==> config.mk <==
export PLATFORM = sky130hd
export DESIGN_NAME = scmp_bus_ctl
export DESIGN_NICKNAME = d
export VERILOG_FILES = /design/src/rtl/scmp_bus_pak.sv /design/src/rtl/scmp_bus_arb.sv /design/src/rtl/scmp_bus_ctl.sv
export SDC_FILE = /design/constraint.sdc
export NUM_CORES = 1
export LEC_CHECK = 0
export CORE_ASPECT_RATIO = 1.75
export CORE_MARGIN = 5
export CORE_UTILIZATION = 52
export DETAILED_ROUTE_END_ITERATION = 6
export GPL_TIMING_DRIVEN = 0
export PLACE_DENSITY_LB_ADDON = 0.08
export SLEW_MARGIN = 25
export SYNTH_ARGS = -nofsm -noshare
export SYNTH_HDL_FRONTEND = slang
export SYNTH_SLANG_ARGS = --single-unit
==> constraint.sdc <==
create_clock -name clk -period 6.2 [get_ports clk]
set_clock_uncertainty 0.2 [all_clocks]
set_input_delay 1.24 -clock clk [delete_from_list [all_inputs] [get_ports clk]]
set_output_delay 1.24 -clock clk [all_outputs]
set_load 0.005 [all_outputs]
==> src/rtl/scmp_bus_pak.sv <==
// Shared definitions for the SC/MP external bus-cycle controller:
// bus-cycle state encoding and status-byte layout.
package scmp_bus_pak;

  typedef enum logic [2:0] {
    IDLE,
    ARB,
    ADDR,
    DATA,
    RECOV
  } BUS_STATE_t;

  // Status byte driven on D during the address strobe
  localparam int STAT_F_R     = 0;
  localparam int STAT_F_I     = 1;
  localparam int STAT_F_D     = 2;
  localparam int STAT_F_H     = 3;
  localparam int STAT_AHI_LSB = 4;

  // flags arrive as {F_H, F_D, F_I, F_R}; addr_hi is address bits 15:12
  function automatic logic [7:0] status_byte(input logic [3:0] addr_hi,
                                             input logic [3:0] flags);
    logic [7:0] s;
    s                       = '0;
    s[STAT_AHI_LSB +: 4]    = addr_hi;
    s[STAT_F_H]             = flags[3];
    s[STAT_F_D]             = flags[2];
    s[STAT_F_I]             = flags[1];
    s[STAT_F_R]             = flags[0];
    return s;
  endfunction

endpackage

==> src/rtl/scmp_bus_arb.sv <==
// Bus arbitration for the SC/MP bus controller: registered BREQ,
// daisy-chained grant pass-through (ENOUT) and the ARB exit decode.
module scmp_bus_arb
  import scmp_bus_pak::*;
(
  input  logic       clk,
  input  logic       rst,
  input  BUS_STATE_t state,
  input  logic       cyc_req,
  input  logic       bus_ENIN,
  output logic       arb_go,
  output logic       arb_abort,
  output logic       bus_BREQ,
  output logic       bus_ENOUT
);

  // ARB exit conditions; abort takes priority over a grant in the same cycle
  always_comb begin
    arb_abort = (state == ARB) & ~cyc_req;
    arb_go    = (state == ARB) & bus_ENIN;
    bus_ENOUT = bus_ENIN & (state == IDLE) & ~cyc_req;
  end

  // BREQ register: high whenever the next state is ARB through RECOV
  always_ff @(posedge clk or posedge rst) begin
    if (rst) begin
      bus_BREQ <= 1'b0;
    end else begin
      unique case (state)
        IDLE, ARB: bus_BREQ <= cyc_req;
        RECOV:     bus_BREQ <= 1'b0;
        default:   bus_BREQ <= 1'b1;
      endcase
    end
  end

endmodule

==> src/rtl/scmp_bus_ctl.sv <==
// SC/MP external bus-cycle controller. Turns a held sequencer request into
// a full external cycle (arbitration, address/status strobe, data strobe,
// recovery) and stalls the sequencer until the cycle completes.
// Optional: define SCMP_BUS_HOLD_EN to let bus_NHOLD stretch the data strobe.
module scmp_bus_ctl
  import scmp_bus_pak::*;
#(
  parameter int STROBE_CYC = 2
) (
  input  logic        clk,
  input  logic        rst,
  input  logic        cyc_req,
  input  logic        cyc_wr,
  input  logic [3:0]  cyc_flags,
  input  logic [15:0] cyc_addr,
  input  logic [7:0]  cyc_wdata,
  output logic        mc_stall,
  output logic        cyc_done,
  output logic [7:0]  rd_data,
  output logic [11:0] bus_A,
  output logic [7:0]  bus_D_o,
  output logic        bus_D_oe,
  input  logic [7:0]  bus_D_i,
  output logic        bus_ADS_n,
  output logic        bus_RD_n,
  output logic        bus_WR_n,
  input  logic        bus_NHOLD,
  output logic        bus_BREQ,
  input  logic        bus_ENIN,
  output logic        bus_ENOUT
);

  localparam int              CNT_W    = $clog2(STROBE_CYC + 1);
  localparam logic [CNT_W-1:0] CNT_LOAD = CNT_W'(STROBE_CYC - 1);

  BUS_STATE_t       state;
  logic             lat_wr;
  logic [3:0]       lat_flags;
  logic [15:0]      lat_addr;
  logic [7:0]       lat_wdata;
  logic [CNT_W-1:0] cnt;
  logic             arb_go;
  logic             arb_abort;
  logic             hold_ok;

`ifdef SCMP_BUS_HOLD_EN
  assign hold_ok = bus_NHOLD;
`else
  logic unused_nhold;
  assign unused_nhold = bus_NHOLD;
  assign hold_ok      = 1'b1;
`endif

  // Sequencer stall: asserted for the whole request except the done cycle
  assign mc_stall = cyc_req & ~cyc_done;

  scmp_bus_arb u_arb (
    .clk       (clk),
    .rst       (rst),
    .state     (state),
    .cyc_req   (cyc_req),
    .bus_ENIN  (bus_ENIN),
    .arb_go    (arb_go),
    .arb_abort (arb_abort),
    .bus_BREQ  (bus_BREQ),
    .bus_ENOUT (bus_ENOUT)
  );

  // Cycle FSM; bus outputs are registered decodes of the next state
  always_ff @(posedge clk or posedge rst) begin
    // NOTE: every register, including the latched request fields, has an
    // async reset value so a reset mid-cycle leaves no stale bus drive.
    if (rst) begin
      state     <= IDLE;
      lat_wr    <= 1'b0;
      lat_flags <= '0;
      lat_addr  <= '0;
      lat_wdata <= '0;
      cnt       <= '0;
      cyc_done  <= 1'b0;
      rd_data   <= '0;
      bus_A     <= '0;
      bus_D_o   <= '0;
      bus_D_oe  <= 1'b0;
      bus_ADS_n <= 1'b1;
      bus_RD_n  <= 1'b1;
      bus_WR_n  <= 1'b1;
    end else begin
      // NOTE: non-blocking assignments throughout; the default below is
      // overridden later in the same block when the cycle completes.
      cyc_done <= 1'b0;
      unique case (state)
        IDLE: begin
          if (cyc_req) begin
            state     <= ARB;
            lat_wr    <= cyc_wr;
            lat_flags <= cyc_flags;
            lat_addr  <= cyc_addr;
            lat_wdata <= cyc_wdata;
          end
        end
        ARB: begin
          if (arb_abort) begin
            state <= IDLE;
          end else if (arb_go) begin
            state     <= ADDR;
            bus_ADS_n <= 1'b0;
            bus_A     <= lat_addr[11:0];
            bus_D_oe  <= 1'b1;
            bus_D_o   <= status_byte(lat_addr[15:12], lat_flags);
          end
        end
        ADDR: begin
          state     <= DATA;
          bus_ADS_n <= 1'b1;
          bus_RD_n  <= lat_wr;
          bus_WR_n  <= ~lat_wr;
          bus_D_oe  <= lat_wr;
          bus_D_o   <= lat_wr ? lat_wdata : 8'h00;
          cnt       <= CNT_LOAD;
        end
        DATA: begin
          if (cnt == '0 && hold_ok) begin
            state    <= RECOV;
            bus_RD_n <= 1'b1;
            bus_WR_n <= 1'b1;
            cyc_done <= 1'b1;
            if (!lat_wr) rd_data <= bus_D_i;
          end else if (cnt != '0) begin
            cnt <= cnt - 1'b1;
          end
        end
        RECOV: begin
          state    <= IDLE;
          bus_A    <= '0;
          bus_D_oe <= 1'b0;
          bus_D_o  <= '0;
        end
        default: state <= IDLE;
      endcase
    end
  end

endmodule
==> results.sh <==
export IMPL_p_int_uw=1321
export IMPL_clock_latency_ps=330
export IMPL_wire_per_inst_um=15.40
export IMPL_synth_cell_types=40
export IMPL_nets=357
export IMPL_via_per_inst=5.149
export IMPL_grt_pass1_wl_um=9956
export IMPL_ctsHtreeMaxLevel=3
export IMPL_required_ps=4760
export IMPL_synth_seq_cells=68
export IMPL_crit_chain="clkdlybuf4s50_1 > nand2b_1 > nor4_1 > clkdlybuf4s50_1"
export IMPL_ys_seq_area_share_pct=58.45
export IMPL_fillers=432
export IMPL_dpl_cell_area_um2=3804
export IMPL_cp_top_family="buffers and inverters"
export IMPL_num_vias=2034
export IMPL_synth_largest_area_cell="dfrtp_1"
export IMPL_num_antenna_cells=0
export IMPL_drtIter0Drc=37
export IMPL_synth_cells=226
export IMPL_finalSetupViolCount=0
export IMPL_ir_worst_vdd_mv=0.2557
export IMPL_clock_sinks=68
export IMPL_worst_path_largest_cell_delay_ps=570
export IMPL_place_detailed_hpwl_um=4519
export IMPL_p_comb_share_pct=42.3
export IMPL_clkPwrFrac_pct=16.0
export IMPL_post_cts_setup_buffer_count=0
export IMPL_io_buffer_count=76
export IMPL_syn_cell_area_um2=2918
export IMPL_yosys_warnings=0
export IMPL_hold_path_class="register to register"
export IMPL_worstSetupPathType="input port to primary output"
export IMPL_critPathLaunchType="input port"
export IMPL_syn_area_per_cell_um2=12.91
export IMPL_cp_common_cell="clkdlybuf4s50_1"
export IMPL_arrival_ps=2620
export IMPL_maxSlewViolCount=0
export IMPL_cts_tree="done"
export IMPL_grt_overflow_total=0
export IMPL_layout_area_seq_um2=1705
export IMPL_cts_resized=0
export IMPL_synth_area_leaders="dfrtp_1, mux2_2, mux2i_1"
export IMPL_worstMarginPinSlew_ps=492.8
export IMPL_drc=0
export IMPL_swShare_pct=30.76
export IMPL_clockBufferDepth=2
export IMPL_boundaryPins=78
export IMPL_areaGrowthSynthToFinish_pct=35.93
export IMPL_die_area_um2=7268
export IMPL_synth_most_common_cell="dfrtp_1"
export IMPL_fin_area_um2=3966
export IMPL_die_y_um=109.1
export IMPL_cap_violations=0
export IMPL_die_w_um=66.63
export IMPL_worstPathMaxFanout=5
export IMPL_rsz0062_at_grt="no"
export IMPL_place_congestion=0.7656
export IMPL_synth_edf_count=0
export IMPL_clk_pin_slew_ps=70
export IMPL_relSlewSlack_pct=66.98
export IMPL_cellPowerDensity_nw_per_um2=481.1
export IMPL_multi_input_area_um2=1076
export IMPL_crit_slowest_cell="clkdlybuf4s50_1"
export IMPL_async_reset_ff_share_pct=100.0
export IMPL_synth_top_area_share_pct=55.75
export IMPL_critical_path_buf_inv_count=2
export IMPL_cp_end_kind="primary output"
export IMPL_switchingPower_uw=586.9
export IMPL_layout_drive_gt1_share_pct=23.51
export IMPL_finalCriticalPeriod_ps=4065
export IMPL_core_area_um2=5495
export IMPL_fp_row_count=36
export IMPL_clockRootBuffer="clkbuf_8"
export IMPL_antenna_found_initial=0
export IMPL_drtAntennaViolNets=0
export IMPL_ctsHoldBuffers=0
export IMPL_leakagePower_uw=0.001679
export IMPL_final_cells=395
export IMPL_dr_pass1_iters=4
export IMPL_grt_use_total_pct=18.63
export IMPL_place_inst=379
export IMPL_post_route_period_util_pct=65.56
export IMPL_max_freq_ghz=0.2460
export IMPL_hold_violations=0
export IMPL_initial_core_util_pct=53.10
export IMPL_drt_total_wl_um=6083
export IMPL_grt_pass1_vias=2090
export IMPL_syn_nets=269
export IMPL_finalSetupTns_ps=0
export IMPL_status="complete, no violations"
export IMPL_ys_flop_type="dfrtp_1"
export IMPL_grt_start_max_net_pins=49
export IMPL_synth_common_cells="dfrtp_1, mux2_2, nand2_1"
export IMPL_pwr_share_seq_pct=41.7
export IMPL_numCtsBuffers=9
-- cells in the final DEF, fill, tap and decap left out, types with 2 or more instances in the layout --
cell type        count
a21oi_1              6
a22oi_1              2
a2bb2oi_1            8
buf_2                9
buf_6                2
clkbuf_1             4
clkbuf_8            10
clkdlybuf4s50_1     76
clkinv_2             2
dfrtp_1             65
dfstp_2              3
inv_1               13
mux2_2              38
mux2i_1             10
nand2_1             21
nand2b_1             3
nand3_1              2
nor2_1               5
nor2b_1              2
o21ai_0              5
o32ai_1              8
-- per-layer routing --
| metal | global-route usage, % | routed length [um] | part of all wire (%) |
|---|---|---|---|
| met1 | 21.30 | 2417 | 40 |
| met2 | 31.61 | 3214 | 53 |
| met3 | 6.495 | 341 | 5.6 |
| met4 | 6.977 | 110 | 1.8 |
| met5 | 0 | 0 | 0 |
-- through the flow --
step	power, uW	hold WS (ps)	setup slack, ps	util [%]
finish	1908	308.3	2135	72.18
global route	2058	317.1	2018	72.18
CTS	1937	310.2	2124	72.18
detailed placement	1623	295.2	2121	69.22
global placement	1594	288.5	1891	68.67
floorplan	1255	280.2	3053	-
-- registers in the layout (all words and copies together), names as in the netlist, 2 cells and up --
register   flops
lat_wdata      8
bus_D_o        8
lat_addr      16
lat_flags      4
cnt            2
state          3
bus_A         12
rd_data        8
-- power by group through the flow --
stage | registers [uW] | logic [uW] | clock network (uW)
4_1_cts | 797 | 824 | 315
5_1_grt | 826 | 894 | 338
3_3_place_gp | 794 | 800 | 0
2_1_floorplan | 787 | 468 | 0
6_report | 796 | 808 | 305
3_5_place_dp | 804 | 819 | 0
-- area by class of cell --
cell class                      count  area share [%]
Timing Repair Buffer               77           19.87
Inverter                           14           1.388
Multi-Input combinational cell    130           27.13
Clock buffer                       14           3.849
Sequential cell                    68           43.00
Clock inverter                      2          0.2524
Buffer                             14           2.114
Tap cell                           76           2.397
-- logic make-up (layout without fill, tap and decap cells) --
logic type,count (synthesis),after routing,share of synthesized area (%)
compound gates,36,36,9.391
xor+xnor,1,1,0.5576
fa+ha+maj,1,1,0.4287
buf+inv,28,121,4.674
flops,68,68,58.45
mux,48,48,18.10
simple gates,44,44,8.406
-- worst reg2reg max path, cell delays in order, from the launching register on --
cell and delay, ps:
dfrtp_1 390, inv_1 80, ha_1 240, nand2_1 160, nor3_4 400, mux2_2 380
-- final timing paths --
path	from	to	slack, ps	depth (start not counted)
setup / recovery	bus_ENIN	bus_ENOUT	2140	4
hold / removal	lat_addr[10]$_DFFE_PP0P_	lat_addr[10]$_DFFE_PP0P_	310	1
setup reg to reg	cnt[0]$_DFFE_PP0P_	rd_data[2]$_DFFE_PP0P_	4230	5
hold reg to reg	lat_addr[10]$_DFFE_PP0P_	lat_addr[10]$_DFFE_PP0P_	310	1
max in group asynchronous	rst	bus_WR_n$_DFFE_PP1P_	4210	3
min in group asynchronous	rst	lat_addr[7]$_DFFE_PP0P_	1020	2
No activity file was read; power rests on OpenSTA's default activity.
